`src/rtl/uart_pkg.sv`:
```
// Shared types and widths for the UART boot loader: the RX and loader FSM state
// encodings plus the little-endian byte packing helper.
package uart_pkg;

    localparam int BYTE_WID = 8;
    localparam int DATA_WID = 32;

    typedef enum logic [1:0] {
        IDLE,
        START,
        DATA,
        STOP
    } rx_state_t;

    typedef enum logic [1:0] {
        L_LEN,
        L_DATA,
        L_DONE,
        L_HALT
    } ld_state_t;

    // Shift a new byte in at the top, so that the first byte of a group of four
    // ends up in bits [7:0].
    function automatic logic [DATA_WID-1:0] pack_byte(input logic [DATA_WID-1:0] acc,
                                                      input logic [BYTE_WID-1:0] b);
        return {b, acc[DATA_WID-1:BYTE_WID]};
    endfunction

endpackage

```
`src/rtl/uart_rx.sv`:
```
// 8N1 UART receiver: a 2-FF synchronizer feeding a mid-bit sampling FSM.
// It emits one-cycle byte_valid or frame_err pulses.
module uart_rx
    import uart_pkg::*;
#(
    parameter int CLKS_PER_BIT = 434
) (
    input  logic                clk_i,
    input  logic                rst_n_i,
    input  logic                rx_i,
    output logic                byte_valid_o,
    output logic [BYTE_WID-1:0] byte_data_o,
    output logic                frame_err_pulse_o
);

    localparam int CW = (CLKS_PER_BIT > 2) ? $clog2(CLKS_PER_BIT) : 1;
    localparam logic [CW-1:0] FULL_M1 = CW'(CLKS_PER_BIT - 1);
    localparam logic [CW-1:0] HALF_M1 = CW'(CLKS_PER_BIT / 2 - 1);

    rx_state_t           state_q;
    logic [CW-1:0]       cnt_q;
    logic [2:0]          bit_q;
    logic [BYTE_WID-1:0] shreg_q;
    logic                rx_meta_q;
    logic                rx_s_q;
    logic                byte_valid_q;
    logic                ferr_q;

    always_ff @(posedge clk_i) begin
        if (!rst_n_i) begin
            state_q      <= IDLE;
            cnt_q        <= '0;
            bit_q        <= '0;
            shreg_q      <= '0;
            rx_meta_q    <= 1'b1;
            rx_s_q       <= 1'b1;
            byte_valid_q <= 1'b0;
            ferr_q       <= 1'b0;
        end else begin
            rx_meta_q    <= rx_i;
            rx_s_q       <= rx_meta_q;
            byte_valid_q <= 1'b0;
            ferr_q       <= 1'b0;
            case (state_q)
                IDLE: begin
                    if (!rx_s_q) begin
                        state_q <= START;
                        cnt_q   <= '0;
                    end
                end
                // Re-check at mid start bit so short glitches are rejected.
                START: begin
                    if (cnt_q == HALF_M1) begin
                        cnt_q   <= '0;
                        bit_q   <= '0;
                        state_q <= rx_s_q ? IDLE : DATA;
                    end else begin
                        cnt_q <= cnt_q + CW'(1);
                    end
                end
                DATA: begin
                    if (cnt_q == FULL_M1) begin
                        cnt_q   <= '0;
                        shreg_q <= {rx_s_q, shreg_q[BYTE_WID-1:1]};
                        bit_q   <= bit_q + 3'd1;
                        if (bit_q == 3'd7) begin
                            state_q <= STOP;
                        end
                    end else begin
                        cnt_q <= cnt_q + CW'(1);
                    end
                end
                STOP: begin
                    if (cnt_q == FULL_M1) begin
                        cnt_q   <= '0;
                        state_q <= IDLE;
                        if (rx_s_q) begin
                            byte_valid_q <= 1'b1;
                        end else begin
                            ferr_q <= 1'b1;
                        end
                    end else begin
                        cnt_q <= cnt_q + CW'(1);
                    end
                end
                default: state_q <= IDLE;
            endcase
        end
    end

    // shreg_q is stable from the stop sample until the next start bit's data phase.
    assign byte_valid_o      = byte_valid_q;
    assign byte_data_o       = shreg_q;
    assign frame_err_pulse_o = ferr_q;

endmodule

```
`src/rtl/uart_boot_loader.sv`:
```
// Receives a length-prefixed little-endian word image over UART and drives memory
// port B (uart_data/uart_addr) while holding the CPU in reset until uart_done.
module uart_boot_loader
    import uart_pkg::*;
#(
    parameter int          CLKS_PER_BIT = 434,
    parameter logic [31:0] BASE_ADDR    = 32'h0000_0000,
    parameter int          MAX_WORDS    = 16384
) (
    input  logic                clk_i,
    input  logic                rst_n_i,
    input  logic                rx_i,
    input  logic                reload_i,
    output logic [DATA_WID-1:0] uart_data_o,
    output logic [31:0]         uart_addr_o,
    output logic                uart_done_o,
    output logic                frame_err_o,
    output logic                len_err_o
);

    logic                byte_valid;
    logic [BYTE_WID-1:0] byte_data;
    logic                ferr_pulse;

    uart_rx #(
        .CLKS_PER_BIT(CLKS_PER_BIT)
    ) u_rx (
        .clk_i            (clk_i),
        .rst_n_i          (rst_n_i),
        .rx_i             (rx_i),
        .byte_valid_o     (byte_valid),
        .byte_data_o      (byte_data),
        .frame_err_pulse_o(ferr_pulse)
    );

    ld_state_t           st_q;
    logic [1:0]          idx_q;
    logic [DATA_WID-1:0] asm_q;
    logic [31:0]         len_q;
    logic [31:0]         wcnt_q;
    logic [DATA_WID-1:0] data_q;
    logic [31:0]         addr_q;
    logic                done_q;
    logic                ferr_q;
    logic                lerr_q;

    logic [DATA_WID-1:0] asm_d;
    logic [31:0]         wcnt_d;
    logic                last_byte;
    logic                accepting;

    assign asm_d     = pack_byte(asm_q, byte_data);
    assign wcnt_d    = wcnt_q + 32'd1;
    assign last_byte = (idx_q == 2'd3);
    assign accepting = byte_valid && ((st_q == L_LEN) || (st_q == L_DATA));

    always_ff @(posedge clk_i) begin
        if (!rst_n_i) begin
            st_q   <= L_LEN;
            idx_q  <= '0;
            asm_q  <= '0;
            len_q  <= '0;
            wcnt_q <= '0;
            data_q <= '0;
            addr_q <= BASE_ADDR;
            done_q <= 1'b0;
            ferr_q <= 1'b0;
            lerr_q <= 1'b0;
        end else begin
            // Done lags the final latch by one cycle so the last write lands first.
            done_q <= (st_q == L_DONE);
            if (ferr_pulse) begin
                ferr_q <= 1'b1;
            end
            // Reload wins over a byte arriving in the same cycle; the byte is lost.
            if (reload_i) begin
                st_q   <= L_LEN;
                idx_q  <= '0;
                asm_q  <= '0;
                wcnt_q <= '0;
                data_q <= '0;
                addr_q <= BASE_ADDR;
                done_q <= 1'b0;
                ferr_q <= 1'b0;
                lerr_q <= 1'b0;
            end else if (accepting) begin
                asm_q <= asm_d;
                idx_q <= idx_q + 2'd1;
                if (last_byte) begin
                    if (st_q == L_LEN) begin
                        len_q <= asm_d;
                        if (asm_d == '0) begin
                            st_q <= L_DONE;
                        end else if (asm_d > 32'(MAX_WORDS)) begin
                            lerr_q <= 1'b1;
                            st_q   <= L_HALT;
                        end else begin
                            st_q <= L_DATA;
                        end
                    end else begin
                        data_q <= asm_d;
                        addr_q <= BASE_ADDR + (wcnt_q << 2);
                        wcnt_q <= wcnt_d;
                        if (wcnt_d == len_q) begin
                            st_q <= L_DONE;
                        end
                    end
                end
            end
        end
    end

    assign uart_data_o = data_q;
    assign uart_addr_o = addr_q;
    assign uart_done_o = done_q;
    assign frame_err_o = ferr_q;
    assign len_err_o   = lerr_q;

endmodule

```
`config.mk`:
```
export PLATFORM = sky130hd
export DESIGN_NAME = uart_boot_loader
export DESIGN_NICKNAME = d
export VERILOG_FILES = /design/src/rtl/uart_pkg.sv /design/src/rtl/uart_rx.sv /design/src/rtl/uart_boot_loader.sv
export SDC_FILE = /design/constraint.sdc
export NUM_CORES = 1
export LEC_CHECK = 0
export ABC_AREA = 1
export CAP_MARGIN = 10
export CORE_ASPECT_RATIO = 0.8
export CORE_MARGIN = 5
export CORE_UTILIZATION = 30
export DETAILED_ROUTE_END_ITERATION = 8
export PLACE_DENSITY_LB_ADDON = 0.1
export RECOVER_POWER = 50
export SYNTH_ARGS = -nofsm -noshare
export SYNTH_HDL_FRONTEND = slang
export SYNTH_SLANG_ARGS = --single-unit
```
`constraint.sdc`:
```
create_clock -name clk_i -period 3.6 [get_ports clk_i]
set_input_delay 0.54 -clock clk_i [delete_from_list [all_inputs] [get_ports clk_i]]
set_output_delay 0.54 -clock clk_i [all_outputs]
set_load 0.02 [all_outputs]
```
==> results of run 1 <==
[cell type report]
type	count	area (um^2)	area share, %
Multi-Input combinational cell	770	3840	39.2
Timing Repair Buffer	75	734	7.49
Clock buffer	20	457	4.66
Inverter	143	539	5.50
Clock inverter	12	118	1.20
Tap cell	364	455	4.64
Sequential cell	183	3660	37.3
[layer usage]
metal  wire length, um  GRT usage (%)  vias to the layer above
met5                 0              0                        -
met2             10000           22.5                      119
li1                  -              -                     3853
met3              1010           3.06                       19
met1             12000           22.1                     3305
met4               225           3.92                        0
[layout by cell type (no fill, tap or decap), drive strengths merged, types with 2 or more instances in the layout]
| cell type | instances |
|---|---|
| nand2 | 216 |
| dfxtp | 183 |
| a21oi | 160 |
| o21ai | 152 |
| inv | 146 |
| nor2 | 94 |
| nand3 | 71 |
| dlygate4sd3 | 66 |
| clkbuf | 24 |
| xor2 | 11 |
| nand4 | 10 |
| o211ai | 9 |
| nor3 | 8 |
| nor4 | 7 |
| ha | 7 |
| nand3b | 6 |
| clkinv | 5 |
| or2 | 3 |
| clkinvlp | 3 |
| buf | 3 |
| or3 | 2 |
| xnor2 | 2 |
| a22oi | 2 |
| conb | 2 |
| clkdlybuf4s50 | 2 |
[state kept, by name, summed over array words and instances (netlist names), 3 cells and up, named ones only]
name / count
len_q: 32
uart_data_o: 32
wcnt_q: 32
uart_addr_o: 30
asm_q: 24
u_rx.cnt_q: 9
u_rx.byte_data_o: 8
u_rx.bit_q: 3
[power by group through the flow]
stage	combinational, mW	sequential, mW	clock, mW
2_1_floorplan	0.0746	2.08	0
3_3_place_gp	0.108	2.08	0
3_5_place_dp	0.106	2.08	0
4_1_cts	0.107	2.04	1.94
5_1_grt	0.117	2.04	2.02
6_report	0.102	2.04	1.86
[kinds of logic (layout without fill, tap and decap cells)]
| kind of cell | after synthesis | after routing | synth area share, % |
|---|---|---|---|
| AOI/OAI and AO/OA | 328 | 328 | 20.4 |
| xor gates and xnor gates | 15 | 15 | 1.94 |
| adders and majority gates | 7 | 7 | 1.06 |
| buffers and inverters | 194 | 250 | 8.96 |
| DFF | 183 | 183 | 44.5 |
| other | 1 | 2 | 0.0455 |
| and+or+nand+nor | 418 | 418 | 23.1 |
[metrics by stage]
step,utilization (%),hold WS (ns)
2_1_floorplan,-,0.392
3_3_place_gp,34.1,0.406
3_5_place_dp,34.1,0.414
4_1_cts,36.3,0.428
5_1_grt,36.1,0.449
6_report,36.1,0.419
[worst paths after layout]
path / start / to / slack [ns] / cells past startpoint
worst max-delay path: rst_n_i / asm_q[24] / 0.89 / 6
worst min-delay path: u_rx.rx_meta_q / u_rx.rx_s_q / 0.42 / 1
worst max register to register: st_q[1] / len_q[28] / 0.92 / 7
worst min register to register: u_rx.rx_meta_q / u_rx.rx_s_q / 0.42 / 1
[worst reg2reg max path: cells and delay by family, from the launching register on]
| family | cells | cell delay, ns |
|---|---|---|
| flip-flops | 1 | 0.31 |
| AND/OR/NAND/NOR | 2 | 0.46 |
| buffers and inverters | 3 | 1.46 |
| AO/OA/AOI/OAI | 2 | 0.36 |
==> results.json, run 1 <==
{
  "design_area_um2": 9810,
  "crit_required_ns": 3.96,
  "final_antenna_net_count": 0,
  "worstSetupPathType": "in -> reg",
  "cp_slowest_cell": "clkbuf_2",
  "htreeDepth": 4,
  "critPathMaxFanout": 58,
  "p_clk_share_pct": 46.5,
  "slew-limit-headroom_pct": 25.1,
  "fin_worst_skew_ns": 0.0129,
  "cts_root_buf": "clkbuf_16",
  "cts_buffer_depth": 2,
  "synth.avg_cell_area_um2": 7.19,
  "synth_edf_count": 0,
  "power.total_mw": 4.00,
  "hold_buffers": 0,
  "vias": 7296,
  "die_x_um": 195,
  "fin_crit_sh_pct": 75.4,
  "fmaxAchievable_mhz": 369,
  "slowest_delay_ns": 0.94,
  "path_clk_slew_ns": 0.07,
  "rows": 54,
  "setup_violations": 0,
  "fin_crit_ns": 2.71,
  "seq_area_frac_synth_pct": 44.5,
  "drcViolationCount": 0,
  "yosys.area.top_type_share_pct": 44.5,
  "die_area_um2": 30900,
  "grt_start_max_net_pins": 95,
  "dp.cells": 1535,
  "p_switching_mw": 0.945,
  "syn_inst": 1146,
  "routabilityCongestion": 0.808,
  "post_drt_via_cell_ratio": 4.66,
  "fill_cells": 2925,
  "drv_slew": 0,
  "rsz0062_at_grt": "no",
  "io_buffers": 68,
  "critPathTopFamily": "buffers and inverters",
  "layout.cells.non_filler": 1567,
  "synth_commonest_cells": "nand2_1, dfxtp_1, a21oi_1",
  "cts_num_sinks": 183,
  "async_flop_share_pct": 0,
  "crit_buf_inv": 3,
  "synthesis.area_um2": 8240,
  "endpoint_kind": "flop",
  "cts_tree": "done",
  "wl_um": 23200,
  "cts_buffers": 17,
  "drive_gt1_share_pct": 5.99,
  "ys_warn_count": 0,
  "synth_area_leaders": "dfxtp_1, a21oi_1, nand2_1, o21ai_0, inv_1",
  "hold_path.class": "reg -> reg",
  "post_cts_resized": 0,
  "wl_per_cell_um": 14.8,
  "first_global_vias": 6531,
  "start_kind": "primary input",
  "area_growth_syn_to_layout_pct": 19.1,
  "drt_first_pass_iters": 5,
  "vdd_ir_drop_max_mv": 0.302,
  "hold_violations": 0,
  "p_sw_share_pct": 23.6,
  "p_comb_share_pct": 2.6,
  "power.density_nw_per_um2": 408,
  "tightest_slew_ns": 1.12,
  "drtIter0Drc": 539,
  "ys_ff_latch": 183,
  "diodes": 0,
  "yosysTopAreaCell": "dfxtp_1",
  "clk_latency_ns": 0.44,
  "hpwl_um": 16800,
  "nNetsFinal": 1201,
  "p_seq_share_pct": 50.9,
  "grt.total_usage_pct": 15.0,
  "power.internal_mw": 3.06,
  "leakagePower_nw": 4.14,
  "grt_overflow": 0,
  "crit_chain": "dlygate4sd3_1 -> inv_1 -> nor2_4 -> clkbuf_2 -> o21ai_0 -> a21oi_1",
  "setup_tns_ns": 0,
  "place_ws_ns": 0.846,
  "finalWorstSetupSlack_ns": 0.887,
  "synth_ff_type": "dfxtp_1",
  "initial_core_util_pct": 30.3,
  "postCtsSetupRepairBufs": 0,
  "place_area_um2": 9280,
  "critPathArrivalTime_ns": 3.07,
  "post_synth_num_cell_types": 39,
  "synth.most_common_cell": "nand2_1",
  "core_um2": 27200,
  "maxCapViolCount": 0,
  "antenna_found_initial": 0,
  "grt_first_pass_wirelength_um": 36600,
  "status": "finished, final reports clean",
  "ios": 71,
  "chipHeight_um": 158
}
Power figures use the tool's default switching activity.
==> run 2, diff against run 1 <==
==> constraint.sdc (replaced) <==
create_clock -name clk_i -period 2.6 [get_ports clk_i]
set_input_delay 0.39 -clock clk_i [delete_from_list [all_inputs] [get_ports clk_i]]
set_output_delay 0.39 -clock clk_i [all_outputs]
set_load 0.02 [all_outputs]
==> results.json, run 2 (synthesized netlist as in run 1, its figures left out) <==
{
  "status": "finished, final reports clean",
  "drt_first_pass_iters": 5,
  "antenna_found_initial": 0,
  "postCtsSetupRepairBufs": 0,
  "rsz0062_at_grt": "no",
  "grt_overflow": 0,
  "slowest_delay_ns": 0.45,
  "post_drt_via_cell_ratio": 4.67,
  "hold_violations": 0,
  "hold_buffers": 0,
  "maxCapViolCount": 0,
  "cp_common_cell": "nand2_1",
  "grt_first_pass_wirelength_um": 37500,
  "slew-limit-headroom_pct": 29.9,
  "drcViolationCount": 0,
  "die_x_um": 195,
  "chipHeight_um": 158,
  "first_global_vias": 6591,
  "diodes": 0,
  "cts_tree": "done",
  "critPathMaxFanout": 5,
  "core_um2": 27200,
  "wl_per_cell_um": 15.1,
  "rows": 54,
  "holdWs_ns": 0.415,
  "fin_crit_sh_pct": 89.5,
  "leakagePower_nw": 4.18,
  "post_cts_resized": 0,
  "die_area_um2": 30900,
  "clk_latency_ns": 0.44,
  "grt.total_usage_pct": 15.4,
  "cts_buffer_depth": 2,
  "setup_tns_ns": 0,
  "vdd_ir_drop_max_mv": 0.494,
  "crit_required_ns": 2.88,
  "cts_buffers": 17,
  "layout.cells.non_filler": 1575,
  "cts_num_sinks": 183,
  "start_kind": "flop",
  "grt_start_max_net_pins": 105,
  "layout_common_cells": "nand2_1, dfxtp_1, a21oi_1, o21ai_0, inv_1",
  "final_common_cell": "nand2_1",
  "ios": 71,
  "wl_um": 23700,
  "drive_gt1_share_pct": 7.10,
  "final_antenna_net_count": 0,
  "tightest_slew_ns": 1.05,
  "io_buffers": 68,
  "power.density_nw_per_um2": 583,
  "htreeDepth": 4,
  "nNetsFinal": 1209,
  "path_clk_slew_ns": 0.07,
  "routabilityCongestion": 0.859,
  "initial_core_util_pct": 30.3,
  "setup_violations": 0,
  "drtIter0Drc": 438,
  "endpoint_kind": "flop",
  "cts_root_buf": "clkbuf_16",
  "critPathArrivalTime_ns": 2.60,
  "area_growth_syn_to_layout_pct": 20.9,
  "crit_buf_inv": 0,
  "fin_worst_skew_ns": 0.00702,
  "fmaxAchievable_mhz": 430,
  "hpwl_um": 17200,
  "worstSetupPathType": "reg -> reg",
  "drv_slew": 0,
  "vias": 7351,
  "fin_crit_ns": 2.33,
  "hold_path.class": "reg -> reg",
  "cp_slowest_cell": "dfxtp_1",
  "dp.cells": 1543,
  "crit_chain": "nand2_2 -> nor2_4 -> nand2_4 -> nor2_2 -> nand2_1 -> nand2_1 -> nand2_1 -> nand2_1 -> nand2_1 -> nor2_1 -> nand2_1 -> nor2_1 -> nand3_1 -> nand2_1 -> nand2_1 -> nand2_1 -> a21oi_1",
  "critPathTopFamily": "simple AND/OR/NAND/NOR gates"
}
## run 2: layout make-up
type / count / area, um^2
inverters: 143 / 539
flip-flops and latches: 183 / 3670
repair buffers: 83 / 805
clock inverters: 14 / 198
well taps: 364 / 455
multi-input cells: 770 / 3860
clock buffers: 18 / 439
fillers: 2919 / 17200
## run 2: final timing paths
kind	startpoint	to	slack, ns	cells past startpoint
setup / recovery	wcnt_q[3]	st_q[0]	0.27	17
hold / removal	u_rx.rx_s_q	u_rx.frame_err_pulse_o	0.41	1
setup reg to reg	wcnt_q[3]	st_q[0]	0.27	17
hold reg to reg	u_rx.rx_s_q	u_rx.frame_err_pulse_o	0.41	1
## run 2: metal layers
metal	track usage [%]	vias up	share of wire, %
met4	4.32	0	1.5
met1	22.2	3316	52
met5	0	-	0
met2	23.3	118	43
li1	-	3891	-
met3	3.26	26	4.1
## run 2: power breakdown
group / switching [mW] / total, mW / internal, mW / leakage [nW]
clock: 1.20 / 2.84 / 1.65 / 0.313
sequential: 0.0112 / 2.82 / 2.81 / 1.47
combinational: 0.105 / 0.144 / 0.0392 / 2.39
total: 1.31 / 5.81 / 4.50 / 4.18
## run 2: through the flow
stage          worst slack (ns)  instance area [um^2]  power [mW]  utilization, %
2_1_floorplan             0.616                  8240        2.99               -
3_3_place_gp              0.196                  9360        3.04            34.5
3_5_place_dp              0.147                  9360        3.04            34.5
4_1_cts                   0.121                 10000        5.90            36.8
5_1_grt                  0.0188                  9970        6.03            36.7
6_report                  0.274                  9970        5.81            36.7
==> run 3, diff against run 2 <==
--- a/config.mk
+++ b/config.mk
@@ -10,9 +10,11 @@
 export CORE_ASPECT_RATIO = 0.8
 export CORE_MARGIN = 5
 export CORE_UTILIZATION = 30
+export CTS_CLUSTER_DIAMETER = 100
 export DETAILED_ROUTE_END_ITERATION = 8
 export PLACE_DENSITY_LB_ADDON = 0.1
 export RECOVER_POWER = 50
+export SLEW_MARGIN = 20
 export SYNTH_ARGS = -nofsm -noshare
 export SYNTH_HDL_FRONTEND = slang
 export SYNTH_SLANG_ARGS = --single-unit
==> results of run 3 <==
The final DEF is identical to that of run 2; final timing and power are the same.
